**src/rtl/fsk4_crc_framer_pkg.sv**
```systemverilog
// -----------------------------------------------------------------------------
// crc_fsk_pkg
// Shared types and helpers for the CRC/4FSK transmit framer and the
// receive-side checker.
//   state_t   : framer FSM states (IDLE/CALC/SEND)
//   CRC8_*    : default CRC-8 generator and initial value
//   gray_map  : dibit -> 4FSK frequency index (00->0, 01->1, 11->2, 10->3)
//   cnt_w     : counter width for a modulus n, never narrower than 1 bit
// -----------------------------------------------------------------------------
package crc_fsk_pkg;

   typedef enum logic [1:0] {
      IDLE = 2'd0,
      CALC = 2'd1,
      SEND = 2'd2
   } state_t;

   localparam logic [7:0] CRC8_POLY = 8'h07;
   localparam logic [7:0] CRC8_INIT = 8'h00;

   // Gray coding keeps adjacent tones one bit apart.
   function automatic logic [1:0] gray_map(input logic [1:0] dibit);
      return {dibit[1], dibit[1] ^ dibit[0]};
   endfunction

   function automatic int cnt_w(input int n);
      return (n > 1) ? $clog2(n) : 1;
   endfunction

endpackage

```
**src/rtl/fsk4_crc_framer_crc_serial.sv**
```systemverilog
// -----------------------------------------------------------------------------
// crc_serial
// Bit-serial MSB-first CRC register (non-reflected, no final XOR).
//   clk, reset : clock, synchronous active-high reset (register -> 0)
//   clear      : load init
//   init       : initial CRC value
//   en         : advance the CRC by one bit (bit_in)
//   bit_in     : message bit
//   crc        : current CRC register
// When clear and en are both high the step is taken from init, so the first
// message bit can be absorbed in the same cycle the register is seeded.
// -----------------------------------------------------------------------------
module crc_serial
   import crc_fsk_pkg::*;
#(
   parameter int               CRC_W = 8,
   parameter logic [CRC_W-1:0] POLY  = CRC8_POLY
) (
   input  logic             clk,
   input  logic             reset,
   input  logic             clear,
   input  logic [CRC_W-1:0] init,
   input  logic             en,
   input  logic             bit_in,
   output logic [CRC_W-1:0] crc
);

   logic [CRC_W-1:0] r_crc;
   logic [CRC_W-1:0] w_base;
   logic [CRC_W-1:0] w_step;
   logic             w_fb;

   always_comb begin
      w_base = clear ? init : r_crc;
      w_fb   = w_base[CRC_W-1] ^ bit_in;
      w_step = {w_base[CRC_W-2:0], 1'b0} ^ (w_fb ? POLY : '0);
   end

   always_ff @(posedge clk) begin
      if (reset)      r_crc <= '0;
      else if (en)    r_crc <= w_step;
      else if (clear) r_crc <= init;
   end

   assign crc = r_crc;

endmodule

```
**src/rtl/fsk4_crc_framer.sv**
```systemverilog
// -----------------------------------------------------------------------------
// fsk4_crc_framer
// Transmit framer: accepts one payload word, computes its CRC bit-serially,
// then sends {payload, crc} (or payload only) MSB-first as Gray-coded 4FSK
// indices, each held SPS clocks.
//   sys_clk, reset : clock, synchronous active-high reset
//   in_data/in_valid/in_crc_en/in_ready : payload handshake (ready in IDLE)
//   sym_idx/sym_valid : symbol index to the tone generator (0 when idle)
//   frame_start/frame_end : first/last cycle of the frame's symbol stream
//   crc_out : CRC of the last completed CALC, busy : state != IDLE
// All outputs come from registers or state decode; none from in_*.
// -----------------------------------------------------------------------------
module fsk4_crc_framer
   import crc_fsk_pkg::*;
#(
   parameter int               DATA_W   = 8,
   parameter int               CRC_W    = 8,
   parameter logic [CRC_W-1:0] POLY     = CRC8_POLY,
   parameter logic [CRC_W-1:0] CRC_INIT = CRC8_INIT,
   parameter int               SPS      = 4
) (
   input  logic              sys_clk,
   input  logic              reset,
   input  logic [DATA_W-1:0] in_data,
   input  logic              in_valid,
   input  logic              in_crc_en,
   output logic              in_ready,
   output logic [1:0]        sym_idx,
   output logic              sym_valid,
   output logic              frame_start,
   output logic              frame_end,
   output logic [CRC_W-1:0]  crc_out,
   output logic              busy
);

   localparam int FRAME_W = DATA_W + CRC_W;
   localparam int BIT_CW  = cnt_w(DATA_W);
   localparam int SYM_CW  = cnt_w(FRAME_W / 2);
   localparam int SPS_CW  = cnt_w(SPS);

   localparam logic [BIT_CW-1:0] LAST_BIT     = BIT_CW'(DATA_W - 1);
   localparam logic [SYM_CW-1:0] LAST_SYM_CRC = SYM_CW'(FRAME_W / 2 - 1);
   localparam logic [SYM_CW-1:0] LAST_SYM_RAW = SYM_CW'(DATA_W / 2 - 1);
   localparam logic [SPS_CW-1:0] LAST_SPS     = SPS_CW'(SPS - 1);

   state_t              r_state, w_state_nxt;
   logic [DATA_W-1:0]   r_data;
   logic                r_crc_en;
   logic [BIT_CW-1:0]   r_bit_cnt;
   logic [FRAME_W-1:0]  r_shift;
   logic [SYM_CW-1:0]   r_sym_cnt;
   logic [SPS_CW-1:0]   r_sps_cnt;
   logic [CRC_W-1:0]    r_crc_out;

   logic                w_accept;
   logic                w_calc_done;
   logic                w_sps_last;
   logic                w_sym_last;
   logic                w_crc_en;
   logic                w_crc_bit;
   logic [BIT_CW-1:0]   w_bit_sel;
   logic [CRC_W-1:0]    w_crc;

   assign w_accept    = (r_state == IDLE) && in_valid;
   assign w_calc_done = (r_state == CALC) && (r_bit_cnt == '0);
   assign w_sps_last  = (r_sps_cnt == LAST_SPS);
   assign w_sym_last  = (r_sym_cnt == (r_crc_en ? LAST_SYM_CRC : LAST_SYM_RAW));

   // The MSB is absorbed on the accept edge, so CALC cycle with count b feeds
   // bit b-1 and the register already holds the final CRC during the last
   // CALC cycle (count 0), ready to be captured into crc_out and the frame.
   assign w_bit_sel = r_bit_cnt - BIT_CW'(1);
   assign w_crc_en  = w_accept || ((r_state == CALC) && (r_bit_cnt != '0));
   assign w_crc_bit = w_accept ? in_data[DATA_W-1] : r_data[w_bit_sel];

   crc_serial #(
      .CRC_W (CRC_W),
      .POLY  (POLY)
   ) u_crc (
      .clk    (sys_clk),
      .reset  (reset),
      .clear  (w_accept),
      .init   (CRC_INIT),
      .en     (w_crc_en),
      .bit_in (w_crc_bit),
      .crc    (w_crc)
   );

   always_ff @(posedge sys_clk) begin
      if (reset) r_state <= IDLE;
      else       r_state <= w_state_nxt;
   end

   always_comb begin
      w_state_nxt = r_state;
      in_ready    = 1'b0;
      busy        = 1'b0;
      sym_valid   = 1'b0;
      sym_idx     = 2'd0;
      frame_start = 1'b0;
      frame_end   = 1'b0;
      case (r_state)
         IDLE: begin
            in_ready = 1'b1;
            if (in_valid) w_state_nxt = CALC;
         end
         CALC: begin
            busy = 1'b1;
            if (r_bit_cnt == '0) w_state_nxt = SEND;
         end
         SEND: begin
            busy        = 1'b1;
            sym_valid   = 1'b1;
            sym_idx     = gray_map(r_shift[FRAME_W-1 -: 2]);
            frame_start = (r_sym_cnt == '0) && (r_sps_cnt == '0);
            frame_end   = w_sps_last && w_sym_last;
            if (w_sps_last && w_sym_last) w_state_nxt = IDLE;
         end
         default: w_state_nxt = IDLE;
      endcase
   end

   always_ff @(posedge sys_clk) begin
      if (reset) begin
         r_data    <= '0;
         r_crc_en  <= 1'b0;
         r_bit_cnt <= '0;
         r_shift   <= '0;
         r_sym_cnt <= '0;
         r_sps_cnt <= '0;
         r_crc_out <= '0;
      end else begin
         if (w_accept) begin
            r_data    <= in_data;
            r_crc_en  <= in_crc_en;
            r_bit_cnt <= LAST_BIT;
         end
         if (r_state == CALC) begin
            r_bit_cnt <= r_bit_cnt - BIT_CW'(1);
            if (w_calc_done) begin
               r_crc_out <= w_crc;
               // Payload-only frames simply stop before the CRC dibits.
               r_shift   <= r_crc_en ? {r_data, w_crc} : {r_data, {CRC_W{1'b0}}};
               r_sym_cnt <= '0;
               r_sps_cnt <= '0;
            end
         end
         if (r_state == SEND) begin
            if (w_sps_last) begin
               r_sps_cnt <= '0;
               r_sym_cnt <= r_sym_cnt + SYM_CW'(1);
               r_shift   <= {r_shift[FRAME_W-3:0], 2'b00};
            end else begin
               r_sps_cnt <= r_sps_cnt + SPS_CW'(1);
            end
         end
      end
   end

   assign crc_out = r_crc_out;

endmodule
```
**config.mk**
```make
export PLATFORM = sky130hd
export DESIGN_NAME = fsk4_crc_framer
export DESIGN_NICKNAME = d
export VERILOG_FILES = /design/src/rtl/fsk4_crc_framer_pkg.sv /design/src/rtl/fsk4_crc_framer_crc_serial.sv /design/src/rtl/fsk4_crc_framer.sv
export SDC_FILE = /design/constraint.sdc
export NUM_CORES = 1
export LEC_CHECK = 0
export BUFFER_PORTS_ARGS = -buffer_cell sky130_fd_sc_hd__buf_4
export CAP_MARGIN = 20
export CORE_UTILIZATION = 62
export DETAILED_ROUTE_END_ITERATION = 16
export GPL_TIMING_DRIVEN = 0
export PLACE_DENSITY = 0.81
export SLEW_MARGIN = 20
export SYNTH_ARGS = -nofsm -noshare
export SYNTH_HDL_FRONTEND = slang
export SYNTH_SLANG_ARGS = --single-unit
```
**constraint.sdc**
```tcl
create_clock -name sys_clk -period 5.2 [get_ports sys_clk]
set_input_delay 0.52 -clock sys_clk [delete_from_list [all_inputs] [get_ports sys_clk]]
set_output_delay 0.52 -clock sys_clk [all_outputs]
set_load 0.05 [all_outputs]
```
==> results.yml, run 1 <==
status:
  status: "finished, final reports clean"
synthesis:
  synth_area_leaders: "dfxtp_1 44%, nand2_1 11%, ha_1 5.9%, a311oi_1 5.6%, a21oi_1 5.1%"
  muxShareOfSynthArea_pct: 5.03
  ys.flop_type: "dfxtp_1"
  synth_edf_count: 0
  syn_inst: 283
  synth_area_per_cell_sq_um: 8.25
  yosys.area_share.simple_pct: 22.4
  synth_xor_area_share_pct: 1.82
  synth_cell_types: 37
  yosysMostFrequentCell: "nand2_1"
  synth_fa_ha_area_share_pct: 5.89
  synth_top_area_share_pct: 43.7
  netlist_area_sq_um: 2340
  seq_area_frac_synth_pct: 43.7
  synth_top_family_by_area: "simple AND/OR/NAND/NOR gates"
  synth_top_cell_by_area: "dfxtp_1"
  synth_nets: 306
  ys_warn_count: 0
  synth_common_cells: "71 x nand2_1, 51 x dfxtp_1, 30 x nor2_1"
  synth_compound_area_share_pct: 15.7
  async_flop_share_pct: 0
  synth_seq_cells: 51
clocking:
  clockRootBuffer: "clkbuf_8"
  clk_latency_ps: 310
  cts_hold_buffers: 0
  path_clk_slew_ps: 90
  cts_buffers: 5
  postCtsSetupBuffers: 0
  clock-sinks: 51
  cts-resized-gates: 0
  cts_tree: "yes"
  cts.htree.levels: 2
  cts_buffer_depth: 2
die:
  dieArea_sq_um: 4020
  initial_core_util_pct: 67.4
  rows: 21
  core_area_sq_um: 3470
  die_h_um: 63.4
  fp.dieW_um: 63.4
  io_pins: 27
placed_design:
  post-place-cells: 354
  place_congestion: 0.842
  dpl.hpwl_um: 3860
  port_buffers: 25
setup_path:
  slowest_stage: "clkbuf_1"
  slowest_delay_ps: 390
  cpMostUsedCell: "inv_1"
  crit_type: "flip-flop to output pin"
  crit_required_ps: 4680
  path_cells: "inv_1 -> ha_1 -> clkbuf_1 -> inv_1 -> nor2_1 -> buf_4"
  start_kind: "flip-flop"
  r2r_slack_ps: 2920
  worst_setup_path_end_kind: "output pin"
  arrival_ps: 1810
  worst-path-max-fanout: 10
timing:
  post-route-min-period_ps: 2330
  finalSetupTns_ps: 0
  max_freq_mhz: 429
  finalHoldViolCount: 0
  slew_headroom_pct: 62.1
  finalSetupViolCount: 0
  min_period_over_period_pct: 44.8
  worst_pin_slew_ps: 567
  fin_skew_ps: 9.29
  rsz0062_at_grt: "false"
  report.final.slew_viol_count: 0
  fin_hold_ws_ps: 454
grt:
  grt_usage_pct: 29.4
  grt_start_max_net_pins: 16
  first_global_vias: 1974
  grt_overflow: 0
  grt_pass1_wl_um: 9110
  antenna_found_initial: 0
finish:
  antenna_cells: 0
  stdcell_count: 361
  area_growth_pct: 15.1
  drive_above_1_share_pct: 13.0
  nNetsFinal: 338
detailed_routing:
  wl_per_cell_um: 14.7
  num_vias: 2098
  antenna_left: 0
  dr.pass1.iters: 4
  remaining_drc_errors: 0
  first_iter_violations: 157
  vias_per_cell: 5.81
  wl_um: 5310
power:
  ir_worst_vdd_uv: 276
  p_leak_uw: 0.00102
  powerDensity_nw_per_um2: 446
  total_power_uw: 1200
run:
  drv_cap: 0
min_path:
  min_path_type: "primary input to flip-flop"
-- registers in the layout (all words and copies together) (netlist names) --
signal,count
r_sps_cnt,2
r_bit_cnt,3
crc_out,8
r_sym_cnt,3
r_data,8
u_crc.crc,8
r_crc_en,1
r_state,2
r_shift,16
-- layout make-up --
type / instances / area (sq um)
multi-input cells: 202 / 1190
flip-flops and latches: 51 / 1020
fillers: 281 / 781
repair buffers: 25 / 188
plain buffers: 19 / 85.1
clock buffers: 5 / 68.8
well taps: 46 / 57.6
inverters: 11 / 41.3
clock inverters: 2 / 37.5
-- metal layers --
metal / track usage, % / share of wire [%] / vias up
met1: 38.4 / 46 / 983
met4: 8.81 / 1.2 / 0
li1: - / - / 1033
met2: 47.9 / 47 / 73
met5: 0 / 0 / -
met3: 7.07 / 6.3 / 9
-- metrics by stage --
step / util, % / setup WS [ps] / instance area [sq um]
2_1_floorplan: - / 2720 / 2340
3_3_place_gp: 74.4 / 3040 / 2580
3_5_place_dp: 74.4 / 2940 / 2580
4_1_cts: 77.5 / 2890 / 2690
5_1_grt: 77.5 / 2680 / 2690
6_report: 77.5 / 2870 / 2690
-- layout by cell type, fill, tap and decap left out, types with 2 or more instances in the layout --
master,netlist,final
mux2i_1,2,2
mux4_1,2,2
a21oi_1,24,24
buf_4,0,25
a221oi_1,3,3
o31ai_1,3,3
a311oi_1,15,15
and2_1,2,2
inv_1,10,10
nand3_1,13,13
dfxtp_1,51,51
nor2_1,30,30
nand2b_1,2,2
nor3_1,3,3
a32oi_1,2,2
mux2_2,2,2
clkbuf_8,0,5
clkbuf_1,15,15
a211oi_1,3,3
xnor2_1,2,2
ha_1,11,11
nand2_1,71,71
-- path summary, 6_finish.rpt --
| path | startpoint | endpoint | cells after the start |
|---|---|---|---|
| max | r_state[0] | sym_idx[0] | 6 |
| min | in_data[4] | r_data[4] | 3 |
| max reg2reg | r_state[1] | r_shift[15] | 8 |
| min reg2reg | crc_out[7] | crc_out[7] | 2 |
-- cell families (layout without fill, tap and decap cells) --
kind of cell | count (synthesis) | count (layout)
multiplexers | 7 | 7
AND/OR/NAND/NOR | 126 | 126
adder cells (fa/ha/maj) | 11 | 11
AO/OA/AOI/OAI | 54 | 54
XOR/XNOR | 4 | 4
buffers and inverters | 30 | 62
flip-flops | 51 | 51
-- worst max-delay path, delay by kind of cell (launching register included) --
kind                     cells  cell delay (ps)
AND/OR/NAND/NOR              1              140
flip-flops                   1              340
adder cells (fa/ha/maj)      1              210
buffers and inverters        4              820
-- power by group --
group / switching [uW] / total [uW] / internal [uW]
clock: 128 / 269 / 141
combinational: 286 / 448 / 161
sequential: 44.8 / 482 / 437
Note: power is estimated with default switching activity, not from simulation.
==> run 2: changes to the inputs <==
--- a/config.mk
+++ b/config.mk
@@ -5,12 +5,13 @@
 export SDC_FILE = /design/constraint.sdc
 export NUM_CORES = 1
 export LEC_CHECK = 0
+export ABC_AREA = 1
 export BUFFER_PORTS_ARGS = -buffer_cell sky130_fd_sc_hd__buf_4
 export CAP_MARGIN = 20
-export CORE_UTILIZATION = 62
+export CORE_UTILIZATION = 57
 export DETAILED_ROUTE_END_ITERATION = 16
 export GPL_TIMING_DRIVEN = 0
-export PLACE_DENSITY = 0.81
+export PLACE_DENSITY = 0.75
 export SLEW_MARGIN = 20
 export SYNTH_ARGS = -nofsm -noshare
 export SYNTH_HDL_FRONTEND = slang
==> constraint.sdc (replaced) <==
create_clock -name sys_clk -period 2.3 [get_ports sys_clk]
set_input_delay 0.23 -clock sys_clk [delete_from_list [all_inputs] [get_ports sys_clk]]
set_output_delay 0.23 -clock sys_clk [all_outputs]
set_load 0.05 [all_outputs]
==> run 2 against run 1 <==
Against the previous run: cell count grew 12%; clock-buffer cell count grew 3; sequential power is 140% higher; first-iteration DRC count rose by 6.4%; routed wire length rose by 0.96%; synthesized cell count is 14% higher; worst hold slack got worse by 300 ps; non-clock buffer count is 4 lower; combinational power increased to 3.1 times the previous value; sequential share of layout area shrank 0.86 points; total power grew to 2.6 times the previous value; critical path type unchanged; largest power group is now combinational logic; highest routed layer unchanged.
==> results.yml, run 2 <==
finish:
  area_growth_pct: 14.6
  nNetsFinal: 377
  final_common_cell: "a21oi_1"
  largest_reg_flops: 16
  top_register: "r_shift"
  antenna_cells: 0
  drive_above_1_share_pct: 17.2
  stdcell_count: 405
  layout_common_cells: "53 x a21oi_1, 52 x nand2_1, 51 x dfxtp_1"
synthesis:
  yosysMostFrequentCell: "a21oi_1"
  netlist_area_sq_um: 2400
  yosys.area_share.simple_pct: 19.2
  muxShareOfSynthArea_pct: 0
  async_flop_share_pct: 0
  synth_compound_area_share_pct: 21.8
  syn_inst: 322
  synth_top_family_by_area: "compound AO/OA/AOI/OAI gates"
  synth_area_leaders: "dfxtp_1 43%, a21oi_1 11%, nand2_1 8.1%, ha_1 5.7%, inv_1 5.0%"
  synth_nets: 345
  synth_area_per_cell_sq_um: 7.45
  synth_seq_cells: 51
  seq_area_frac_synth_pct: 42.5
  synth_top_cell_by_area: "dfxtp_1"
  ys.flop_type: "dfxtp_1"
  synth_cell_types: 30
  synth_edf_count: 0
  synth_common_cells: "53 x a21oi_1, 52 x nand2_1, 51 x dfxtp_1"
  synth_top_area_share_pct: 42.5
  synth_xor_area_share_pct: 0.730
  synth_fa_ha_area_share_pct: 5.74
  ys_warn_count: 0
grt:
  use_met3_pct: 4.28
  grt_start_max_net_pins: 15
  use_met2_pct: 45.2
  grtUsageMet1_pct: 35.3
  grt_overflow: 0
  grt_pass1_wl_um: 9070
  grt_usage_pct: 27.6
  first_global_vias: 1979
  antenna_found_initial: 0
  grt.busiest_layer: "met2"
timing:
  finalHoldViolCount: 0
  max_freq_mhz: 535
  finalSetupViolCount: 0
  slew_headroom_pct: 69.3
  worst_pin_slew_ps: 460
  post-route-min-period_ps: 1870
  fin_hold_ws_ps: 149
  finalSetupTns_ps: 0
  fin_skew_ps: 6.53
  min_period_over_period_pct: 81.2
  rsz0062_at_grt: "false"
  report.final.slew_viol_count: 0
setup_path:
  cp_num_buf_inv: 2
  arrival_ps: 1640
  cp.depth: 5
  slowest_stage: "dfxtp_1"
  crit_type: "flip-flop to output pin"
  path_cells: "inv_1 -> ha_1 -> o21ai_0 -> a21oi_1 -> buf_4"
  crit_required_ps: 2070
  worst-path-max-fanout: 9
  cp-startpoint: "r_state[0]"
  slowest_delay_ps: 350
  rr_startpoint: "r_state[0]"
  r2r_slack_ps: 460
  crit_end: "sym_idx[0]"
  r2r_end: "r_shift[12]"
  worst_setup_path_end_kind: "output pin"
  reg2reg_depth: 6
  start_kind: "flip-flop"
  crit_family: "flip-flops"
placed_design:
  place_congestion: 0.821
  port_buffers: 25
  dpl.hpwl_um: 3970
  post-place-cells: 397
status:
  status: "finished, final reports clean"
detailed_routing:
  num_vias: 2200
  vias_per_cell: 5.43
  wl_per_cell_um: 13.2
  remaining_drc_errors: 0
  wl_um: 5360
  dr.pass1.iters: 4
  first_iter_violations: 167
  antenna_left: 0
clocking:
  path_clk_slew_ps: 90
  cts.htree.levels: 2
  cts_buffers: 5
  cts_hold_buffers: 0
  clk_latency_ps: 310
  clockRootBuffer: "clkbuf_8"
  cts-resized-gates: 0
  clock-sinks: 51
  cts_tree: "yes"
  postCtsSetupBuffers: 0
  cts_buffer_depth: 2
power:
  p_leak_uw: 0.00120
  total_power_uw: 3110
  ir_worst_vdd_uv: 720
  powerDensity_nw_per_um2: 1130
die:
  rows: 23
  initial_core_util_pct: 59.6
  core_area_sq_um: 4030
  dieArea_sq_um: 4470
  die_h_um: 66.9
  io_pins: 27
  fp.dieW_um: 66.9
run:
  drv_cap: 0
min_path:
  min_path_type: "primary input to flip-flop"
[run 2: changes by cell type after synthesis, moves of 13 or more]
cell | previous run | this run
o21ai_1 | 1 | 14
a311oi_1 | 15 | 0
a21oi_1 | 24 | 53
inv_1 | 10 | 32
nand2_1 | 71 | 52
o21ai_0 | 1 | 20
[run 2: report_power, final]
group,total (uW),switching [uW],internal [uW]
Clock,569,294,275
Combinational,1370,908,460
Sequential,1170,127,1040
[run 2: worst min path at each step]
| stage | from | to | slack [ps] | cells past startpoint |
|---|---|---|---|---|
| after floorplan | in_crc_en | r_crc_en | 380 | 2 |
| after global routing | in_data[3] | r_data[3] | 160 | 3 |
| after detailed placement | r_data[1] | r_shift[9] | 460 | 2 |
| final | in_data[3] | r_data[3] | 150 | 3 |
| after global placement | crc_out[2] | crc_out[2] | 460 | 2 |
| after CTS | in_data[3] | r_data[3] | 150 | 3 |
[run 2: final cells by class]
class / instances / area, sq um
timing repair buffer: 25 / 188
fill: 352 / 1280
tap: 50 / 62.6
multi-input combinational: 213 / 1140
inverter: 43 / 161
buffer: 15 / 77.6
clock buffer: 8 / 100
sequential: 51 / 1020
[run 2: cells by family (layout without fill, tap and decap cells)]
kind of cell	Yosys count	count (layout)
simple gates	103	103
compound gates	97	97
xor+xnor	2	2
buf+inv	58	91
flops	51	51
fa+ha+maj	11	11
[run 2: per-stage QoR]
step	util (%)	area, sq um	setup WS, ps
global placement	65.8	2650	486
detailed placement	65.8	2650	488
global route	68.3	2750	267
floorplan	-	2400	106
finish	68.3	2750	432
CTS	68.3	2750	426
[run 2: per-layer routing]
metal | up-vias | routed length (um) | share of wire [%]
li1 | 1122 | - | -
met1 | 1009 | 2570 | 48
met2 | 59 | 2450 | 46
met3 | 10 | 239 | 4.5
met4 | 0 | 98 | 1.8
met5 | - | 0 | 0
[run 2: worst min-delay path: cells and delay by family]
| family | cells | cell delay (ps) |
|---|---|---|
| simple gates | 1 | 70 |
| buf+inv | 1 | 80 |
| compound gates | 1 | 60 |
==> run 3: changes to the inputs <==
==> constraint.sdc (replaced) <==
create_clock -name sys_clk -period 1.9 [get_ports sys_clk]
set_input_delay 0.19 -clock sys_clk [delete_from_list [all_inputs] [get_ports sys_clk]]
set_output_delay 0.19 -clock sys_clk [all_outputs]
set_load 0.05 [all_outputs]
==> run 3 against run 2 <==
Against the previous run: clock power increased by 13%; global-route usage up 0.068 points; first-iteration DRC count down 24%; total power grew 20%; critical path type is now flip-flop to flip-flop; largest cell class unchanged.
==> results.yml, run 3 (synthesis results as in run 2) <==
status:
  status: "finished, final reports clean"
timing:
  slew_headroom_pct: 65.6
  fin_skew_ps: 8.05
  worst_pin_slew_ps: 517
  finalSetupViolCount: 0
  fin_hold_ws_ps: 119
  finalHoldViolCount: 0
  report.final.slew_viol_count: 0
  max_freq_mhz: 587
  min_period_over_period_pct: 89.7
  post-route-min-period_ps: 1700
  fin_ws_ps: 196
  rsz0062_at_grt: "false"
detailed_routing:
  met2_length_um: 2540
  met1_length_um: 2630
  dr.max_layer_used: "met4"
  wl_met3_um: 225
  remaining_drc_errors: 0
  antenna_left: 0
  num_vias: 2189
  wl_um: 5520
  first_iter_violations: 127
  dr.pass1.iters: 5
  vias_per_cell: 5.42
  wl_per_cell_um: 13.7
grt:
  grt_pass1_wl_um: 9010
  antenna_found_initial: 0
  first_global_vias: 1998
  grt_usage_pct: 27.7
  grt_start_max_net_pins: 15
  grt_overflow: 0
power:
  clkPwrFrac_pct: 17.2
  switching_share_pct: 43.3
  combPwrFrac_pct: 44.8
  p_leak_uw: 0.00120
  p_int_uw: 2110
  ir_worst_vdd_uv: 1100
  pwr-share-seq_pct: 38.0
  powerDensity_nw_per_um2: 1360
  netSwitchingPower_uw: 1620
clocking:
  cts_buffers: 5
  cts_buffer_depth: 2
  clk_latency_ps: 310
  clockRootBuffer: "clkbuf_8"
  cts_tree: "yes"
  clock-sinks: 51
  postCtsSetupBuffers: 0
  cts.htree.levels: 2
  path_clk_slew_ps: 90
  cts-resized-gates: 0
  cts_hold_buffers: 0
finish:
  stdcell_count: 404
  nNetsFinal: 377
  drive_above_1_share_pct: 18.4
  area_growth_pct: 14.4
  top_register: "r_shift"
  nFillCells: 371
  largest_reg_flops: 16
  fin_area_sq_um: 2750
  layout_common_cells: "52 x nand2_1, 52 x a21oi_1, 50 x dfxtp_1"
  antenna_cells: 0
die:
  dieArea_sq_um: 4470
  die_h_um: 66.9
  fp.dieW_um: 66.9
  initial_core_util_pct: 59.6
  io_pins: 27
  rows: 23
  core_area_sq_um: 4030
placed_design:
  post-place-cells: 397
  port_buffers: 25
  place_congestion: 0.833
  post-place-ws_ps: 77.2
  dpl.hpwl_um: 4000
  postPlaceCellArea_sq_um: 2650
min_path:
  min_path_type: "primary input to flip-flop"
  min_delay_path_depth: 3
setup_path:
  reg2reg_depth: 7
  arrival_ps: 1900
  slowest_delay_ps: 340
  worst_setup_path_end_kind: "flip-flop"
  crit_required_ps: 2100
  crit_type: "flip-flop to flip-flop"
  worst-path-max-fanout: 10
  slowest_stage: "dfxtp_1"
  path_cells: "inv_1 -> ha_1 -> nand3_1 -> buf_4 -> buf_4 -> a21oi_1 -> a21oi_1"
  start_kind: "flip-flop"
run:
  drv_cap: 0
run 3: path summary, 6_finish.rpt:
kind | from | endpoint | slack, ps
max | r_state[1] | r_shift[10] | 200
min | in_crc_en | r_crc_en | 120
max reg2reg | r_state[1] | r_shift[10] | 200
min reg2reg | crc_out[7] | crc_out[7] | 470
run 3: worst max-delay path, delay by kind of cell (launching register included):
kind | cells | cell delay (ps)
buf+inv | 3 | 520
flops | 1 | 340
fa+ha+maj | 1 | 320
compound gates | 2 | 230
simple gates | 1 | 190
run 3: layout make-up:
| cell class | instances | area (sq um) | area share [%] |
|---|---|---|---|
| clock buffers | 6 | 82.6 | 3.01 |
| inverters | 43 | 161 | 5.88 |
| repair buffers | 25 | 188 | 6.83 |
| clock inverters | 1 | 5.00 | 0.182 |
| flip-flops and latches | 51 | 1020 | 37.2 |
| well taps | 50 | 62.6 | 2.28 |
| plain buffers | 15 | 78.8 | 2.87 |
| multi-input cells | 213 | 1150 | 41.7 |
run 3: per-stage QoR:
step	util (%)	total power [uW]	TNS [ps]
after global placement	65.9	3050	0
after CTS	68.0	3720	0
after detailed placement	65.9	3090	0
after global routing	68.2	3990	0
after floorplan	-	2690	-230
final	68.2	3730	0
run 3: power groups by stage:
stage                     registers, uW  clock network, uW  logic [uW]
after global routing               1440                697        1860
after CTS                          1410                652        1660
after detailed placement           1430                  0        1650
final                              1420                642        1670
after floorplan                    1430                  0        1270
after global placement             1430                  0        1620
run 3: routing by layer:
layer / GRT usage (%) / vias to the layer above
li1: - / 1122
met1: 34.4 / 1001
met2: 45.3 / 56
met3: 7.19 / 10
met4: 10.6 / 0
met5: 0 / -
